**config.mk**
```make
export PLATFORM = sky130hd
export DESIGN_NAME = uart_tx_fifo
export DESIGN_NICKNAME = d
export VERILOG_FILES = /design/src/rtl/uart_pkg.sv /design/src/rtl/uart_tx_serializer.sv /design/src/rtl/uart_tx_fifo.sv
export SDC_FILE = /design/constraint.sdc
export NUM_CORES = 1
export LEC_CHECK = 0
export ABC_AREA = 1
export CAP_MARGIN = 20
export CORE_ASPECT_RATIO = 1.4
export CORE_MARGIN = 1
export CORE_UTILIZATION = 50
export CTS_CLUSTER_SIZE = 24
export DETAILED_ROUTE_END_ITERATION = 16
export PLACE_DENSITY = 0.71
export RECOVER_POWER = 25
export SYNTH_ARGS = -nofsm -noshare
export SYNTH_HDL_FRONTEND = slang
export SYNTH_SLANG_ARGS = --single-unit
```
**constraint.sdc**
```tcl
create_clock -name clk_i -period 2.74 [get_ports clk_i]
set_input_delay 0.274 -clock clk_i [delete_from_list [all_inputs] [get_ports clk_i]]
set_output_delay 0.274 -clock clk_i [all_outputs]
set_load 0.005 [all_outputs]
```
**src/rtl/uart_pkg.sv**
```systemverilog
// Shared UART definitions: FSM encodings, status bit positions and address map.
// Used by the transmit FIFO block and the receive path.
package uart_pkg;

   typedef enum logic [1:0] {
      StIdle  = 2'd0,
      StStart = 2'd1,
      StData  = 2'd2,
      StStop  = 2'd3
   } uart_state_e;

   localparam int unsigned CNT_LSB   = 0;
   localparam int unsigned CNT_W     = 5;
   localparam int unsigned EMPTY_BIT = 8;
   localparam int unsigned FULL_BIT  = 9;
   localparam int unsigned BUSY_BIT  = 10;
   localparam int unsigned OVF_BIT   = 11;
   localparam int unsigned IRQEN_BIT = 12;

   localparam logic [31:0] UART_TX_BASE = 32'h0000_8014;
   localparam logic [31:0] UART_TX_LAST = 32'h0000_8017;

endpackage

```
**src/rtl/uart_tx_serializer.sv**
```systemverilog
// 8N1 serializer: baud counter, frame FSM and shift register.
// The line flop is updated from the current state, so each bit appears one cycle after entry.
module uart_tx_serializer
   import uart_pkg::*;
#(
   parameter int unsigned CLKS_PER_BIT = 10
) (
   input  logic       clk_i,
   input  logic       reset,
   input  logic       start_i,
   input  logic [7:0] byte_i,
   output logic       busy_o,
   output logic       tx_o
);

   localparam int unsigned CntW = (CLKS_PER_BIT > 1) ? $clog2(CLKS_PER_BIT) : 1;
   localparam logic [CntW-1:0] CntLoad = CntW'(CLKS_PER_BIT - 1);

   uart_state_e     r_state, w_state_d;
   logic [CntW-1:0] r_cnt, w_cnt_d;
   logic [2:0]      r_idx, w_idx_d;
   logic [7:0]      r_shift, w_shift_d;
   logic            r_tx, w_tx_d;
   logic            w_bit_done;

   assign w_bit_done = (r_cnt == '0);

   always_comb begin
      w_state_d = r_state;
      w_cnt_d   = r_cnt;
      w_idx_d   = r_idx;
      w_shift_d = r_shift;
      w_tx_d    = 1'b1;
      unique case (r_state)
         StIdle: begin
            if (start_i) begin
               w_state_d = StStart;
               w_cnt_d   = CntLoad;
               w_shift_d = byte_i;
            end
         end
         StStart: begin
            w_tx_d = 1'b0;
            if (w_bit_done) begin
               w_state_d = StData;
               w_cnt_d   = CntLoad;
               w_idx_d   = 3'd0;
            end else begin
               w_cnt_d = r_cnt - 1'b1;
            end
         end
         StData: begin
            w_tx_d = r_shift[0];
            if (w_bit_done) begin
               w_cnt_d = CntLoad;
               if (r_idx == 3'd7) begin
                  w_state_d = StStop;
               end else begin
                  w_idx_d   = r_idx + 3'd1;
                  w_shift_d = {1'b0, r_shift[7:1]};
               end
            end else begin
               w_cnt_d = r_cnt - 1'b1;
            end
         end
         StStop: begin
            w_tx_d = 1'b1;
            if (w_bit_done) begin
               w_state_d = StIdle;
            end else begin
               w_cnt_d = r_cnt - 1'b1;
            end
         end
         default: w_state_d = StIdle;
      endcase
   end

   always_ff @(posedge clk_i or negedge reset) begin
      if (!reset) begin
         r_state <= StIdle;
         r_cnt   <= '0;
         r_idx   <= 3'd0;
         r_shift <= 8'd0;
         r_tx    <= 1'b1;
      end else begin
         r_state <= w_state_d;
         r_cnt   <= w_cnt_d;
         r_idx   <= w_idx_d;
         r_shift <= w_shift_d;
         r_tx    <= w_tx_d;
      end
   end

   assign busy_o = (r_state != StIdle);
   assign tx_o   = r_tx;

endmodule

```
**src/rtl/uart_tx_fifo.sv**
```systemverilog
// Buffered UART transmitter: bus-written byte FIFO feeding an 8N1 serializer, plus status word.
// Optional FIFO-drained interrupt enabled by defining UART_TX_IRQ_EN.
module uart_tx_fifo
   import uart_pkg::*;
#(
   parameter int unsigned SYS_CLK_FREQ = 100000000,
   parameter int unsigned BAUD         = 9600,
   parameter int unsigned FIFO_DEPTH   = 16
) (
   input  logic        clk_i,
   input  logic        reset,
   input  logic        csb_i,
   input  logic        wen_i,
   input  logic [3:0]  wmask_i,
   input  logic [31:0] data_i,
   output logic [31:0] data_o,
   output logic        tx_o,
   output logic        tx_irq_o
);

   localparam int unsigned CLKS_PER_BIT = SYS_CLK_FREQ / BAUD;
   localparam int unsigned PtrW         = (FIFO_DEPTH > 1) ? $clog2(FIFO_DEPTH) : 1;

   logic [7:0]       r_mem [FIFO_DEPTH];
   logic [PtrW-1:0]  r_wr_ptr, r_rd_ptr;
   logic [CNT_W-1:0] r_count;
   logic             r_ovf;
   logic             w_wr, w_push_req, w_cfg_wr, w_push, w_pop;
   logic             w_full, w_empty, w_busy, w_ovf_set, w_ovf_clr;
   logic             w_irq_en;
   logic [31:0]      w_status;
   logic             w_unused;

   assign w_wr       = !csb_i && !wen_i;
   assign w_push_req = w_wr && wmask_i[0];
   assign w_cfg_wr   = w_wr && wmask_i[1];
   assign w_full     = (r_count == CNT_W'(FIFO_DEPTH));
   assign w_empty    = (r_count == '0);
   // Pop decision uses the registered count, so a push into an empty FIFO starts next cycle.
   assign w_pop      = !w_busy && !w_empty;
   assign w_push     = w_push_req && (!w_full || w_pop);
   assign w_ovf_set  = w_push_req && w_full && !w_pop;
   assign w_ovf_clr  = w_cfg_wr && data_i[OVF_BIT];

   always_ff @(posedge clk_i) begin
      if (w_push) begin
         r_mem[r_wr_ptr] <= data_i[7:0];
      end
   end

   always_ff @(posedge clk_i or negedge reset) begin
      if (!reset) begin
         r_wr_ptr <= '0;
         r_rd_ptr <= '0;
         r_count  <= '0;
         r_ovf    <= 1'b0;
      end else begin
         if (w_push) begin
            r_wr_ptr <= r_wr_ptr + PtrW'(1);
         end
         if (w_pop) begin
            r_rd_ptr <= r_rd_ptr + PtrW'(1);
         end
         if (w_push && !w_pop) begin
            r_count <= r_count + CNT_W'(1);
         end else if (!w_push && w_pop) begin
            r_count <= r_count - CNT_W'(1);
         end
         if (w_ovf_clr) begin
            r_ovf <= 1'b0;
         end else if (w_ovf_set) begin
            r_ovf <= 1'b1;
         end
      end
   end

`ifdef UART_TX_IRQ_EN
   logic r_irq_en;

   always_ff @(posedge clk_i or negedge reset) begin
      if (!reset) begin
         r_irq_en <= 1'b0;
      end else if (w_cfg_wr) begin
         r_irq_en <= data_i[IRQEN_BIT];
      end
   end

   assign w_irq_en = r_irq_en;
   assign tx_irq_o = r_irq_en && w_empty && !w_busy;
`else
   assign w_irq_en = 1'b0;
   assign tx_irq_o = 1'b0;
`endif

   always_comb begin
      w_status                     = '0;
      w_status[CNT_LSB +: CNT_W]   = r_count;
      w_status[EMPTY_BIT]          = w_empty;
      w_status[FULL_BIT]           = w_full;
      w_status[BUSY_BIT]           = w_busy;
      w_status[OVF_BIT]            = r_ovf;
      w_status[IRQEN_BIT]          = w_irq_en;
   end

   assign data_o = w_status;

   uart_tx_serializer #(
      .CLKS_PER_BIT(CLKS_PER_BIT)
   ) u_serializer (
      .clk_i  (clk_i),
      .reset  (reset),
      .start_i(w_pop),
      .byte_i (r_mem[r_rd_ptr]),
      .busy_o (w_busy),
      .tx_o   (tx_o)
   );

   assign w_unused = ^{data_i[31:12], data_i[10:8], wmask_i[3:2]};

endmodule

```
==> flow_summary_export.csv <==
group,metric,value,unit
routing,firstDrtPassIters,5,
die,dieArea,0.0169,mm²
sta,slew_viol_final,0,
finish,num_antenna_cells,0,
global_route,antenna_found_initial,0,
routing,drc,0,
finish,finalNetCount,957,
routing,ant_nets,0,
sta,slew_headroom,18.3,%
routing,drt_wl_total,17100,µm
synthesis,yosysTopAreaCellShare,46.9,%
die,die_w,110,µm
placed_design,io_buffers,24,
die,core_area,0.0161,mm²
placed_design,gp_congestion,0.796,
global_route,grt-ovfl-total,0,
setup_path,cp.required,3.05,ns
synthesis,synthArstFlopShare,24.7,%
clock_network,cts-root-buf,"clkbuf_16",
worst_hold_path,hp-class,"input pin to flip-flop",
global_route,grtUsageMet1,29.4,%
setup_path,crit_type,"flip-flop to flip-flop",
synthesis,syn_avg_cell_area,9.52,µm²
setup_path,crit_path_start_kind,"flip-flop",
setup_path,critPathCapture,"r_count[4]",
sta,rsz0062_at_grt,"no",
routing,vias_per_cell,5.18,
setup_path,critPathMaxFanout,7,
synthesis,synthCells,861,
synthesis,synthTopCellsByCount,"244 x nand2_1, 128 x edfxtp_1, 102 x inv_1",
synthesis,synth_top_area_cell,"edfxtp_1",
setup_path,r2r_slack,0.28,ns
finish,area_growth,12.7,%
job,maxCapViolCount,0,
run_status,status,"complete, no violations",
routing,dr_total_vias,5754,
sta,finalSetupViolCount,0,
global_route,grt.total_usage,22.2,%
clock_network,htree_levels,4,
setup_path,r2r-end,"r_count[4]",
synthesis,yosys-top-cells-area,"edfxtp_1 47%, dfrtp_1 13%, nand2_1 11%",
synthesis,ys.flop_type,"edfxtp_1",
sta,finClkSkew,0.0111,ns
routing,drtIter0Drc,361,
setup_path,cp.arrival,2.77,ns
clock_network,cts.sinks,170,
global_route,top_usage_layer,"met2",
sta,fmax,407,MHz
finish,layout-drive-gt1-share,9.22,%
global_route,grt_pass1_wl,27900,µm
sta,finalSetupTns,0,ns
die,rows,55,
setup_path,crit_path_start,"u_serializer.r_state[0]",
clock_network,cts_tree,"done",
placed_design,hpwl,10800,µm
setup_path,endpoint_kind,"flip-flop",
clock_network,post_cts_buffers,0,
synthesis,ys_seq_area_share,59.7,%
setup_path,r2r_cells,15,
global_route,grt_pass1_vias,5445,
pwr,p_leak,4.03,nW
synthesis,synth_enable_flop_cells,128,
global_route,grt_use_met2,35.6,%
sta,fin_crit_sh,89.8,%
synthesis,yosysMostFrequentCell,"nand2_1",
die,fp.dieH,154,µm
pwr,ir_drop,0.597,mV
clock_network,cts_made_buffers,17,
global_route,grt_max_degree,49,
clock_network,clock_path_buffers,2,
sta,hold_viol,0,
die,boundaryPins,74,
pwr,pwr_density_cell,648,mW/mm²
synthesis,syn_area,0.00820,mm²
routing,routedWlPerCell,15.4,µm
synthesis,synth_warnings,0,
sta,tightest_slew,1.23,ns
global_route,use_met3,4.71,%
clock_network,clkTransAtPathRegs,0.07,ns
setup_path,timing.rr.start,"u_serializer.r_state[0]",
finish,fin_util,57.4,%
sta,finalCriticalPeriod,2.46,ns
clock_network,clk_latency,0.43,ns
synthesis,synth_seq_cells,170,
synthesis,synth_cell_types,38,
die,start_util,50.9,%
## layer usage
layer	routed length (µm)	part of all wire, %
met5	0	0
met2	8480	50
met4	412	2.4
met1	7320	43
met3	839	4.9
## cell families after synthesis
group / synth area share, %
AO/OA/AOI/OAI: 3.77
XOR/XNOR: 0.962
adder cells (fa/ha/maj): 2.99
buffers and inverters: 9.34
flip-flops: 59.7
other: 0.0457
AND/OR/NAND/NOR: 23.2
## registers in the layout (all words and copies together), names as in the netlist
| signal | count |
|---|---|
| r_wr_ptr | 4 |
| r_count | 5 |
| r_ovf | 1 |
| u_serializer.r_cnt | 14 |
| r_mem | 128 |
| u_serializer.r_idx | 3 |
| u_serializer.r_state | 2 |
| r_rd_ptr | 4 |
| u_serializer.tx_o | 1 |
| u_serializer.r_shift | 8 |
## per-stage QoR
step	total power, mW	setup WS [ns]	cell area, µm²	instances	hold slack, ns
floorplan	3.37	0.308	8280	884	-0.0216
global placement	3.61	0.237	8610	1077	0.270
detailed placement	3.62	0.174	8610	1077	0.274
CTS	6.01	0.148	9230	1110	0.366
global route	6.23	0.0174	9240	1110	0.425
finish	5.98	0.281	9240	1110	0.400
## report_power, final
part | total [mW] | internal, mW | leakage, nW | switching, mW
clock network | 2.42 | 1.31 | 0.293 | 1.11
logic | 0.606 | 0.242 | 2.10 | 0.364
registers | 2.96 | 2.88 | 1.64 | 0.0788
total | 5.98 | 4.43 | 4.03 | 1.55
## final cells by class
cell class / count / area, µm²
well taps: 199 / 249
flip-flops and latches: 170 / 4900
multi-input cells: 551 / 2640
inverters: 107 / 402
repair buffers: 51 / 452
clock inverters: 15 / 176
clock buffers: 17 / 425
fillers: 1342 / 6860
## worst max-delay path, stage by stage, from the launching register on
cell      delay, ns
dfrtp_1        0.41
inv_1          0.15
ha_4           0.19
inv_1          0.07
nand2_1        0.06
nand2_1        0.06
inv_1          0.08
ha_1           0.14
inv_1          0.11
fa_1           0.43
a21oi_1        0.15
o21bai_1       0.10
a21oi_1        0.17
o21ai_0        0.10
nand2_1        0.06
nand2_1        0.05
## repair_timing
action,CTS,global route
resized for setup,0,3
hold buffers,1,0
setup endpoints to repair,0,1
endpoints found under the hold margin,20,0
## placed cells by master, fill, tap and decap left out, types with 24 or more instances in the layout
cell      instances
buf_4            25
inv_1           102
o21ai_0          25
conb_1           24
nor2_1           65
nand3_1          99
nand2_1         244
dfrtp_1          40
edfxtp_1        128
## worst min path at each step
stage          startpoint                      end  cells past startpoint
6_report       wmask_i[1]                    r_ovf                      2
5_1_grt        wmask_i[1]                    r_ovf                      2
4_1_cts             reset  u_serializer.r_shift[4]                      2
3_5_place_dp        reset  u_serializer.r_shift[4]                      1
3_3_place_gp        reset    u_serializer.r_cnt[6]                      1
2_1_floorplan       reset               r_count[0]                      0
Note: power is estimated with default switching activity, not from simulation.
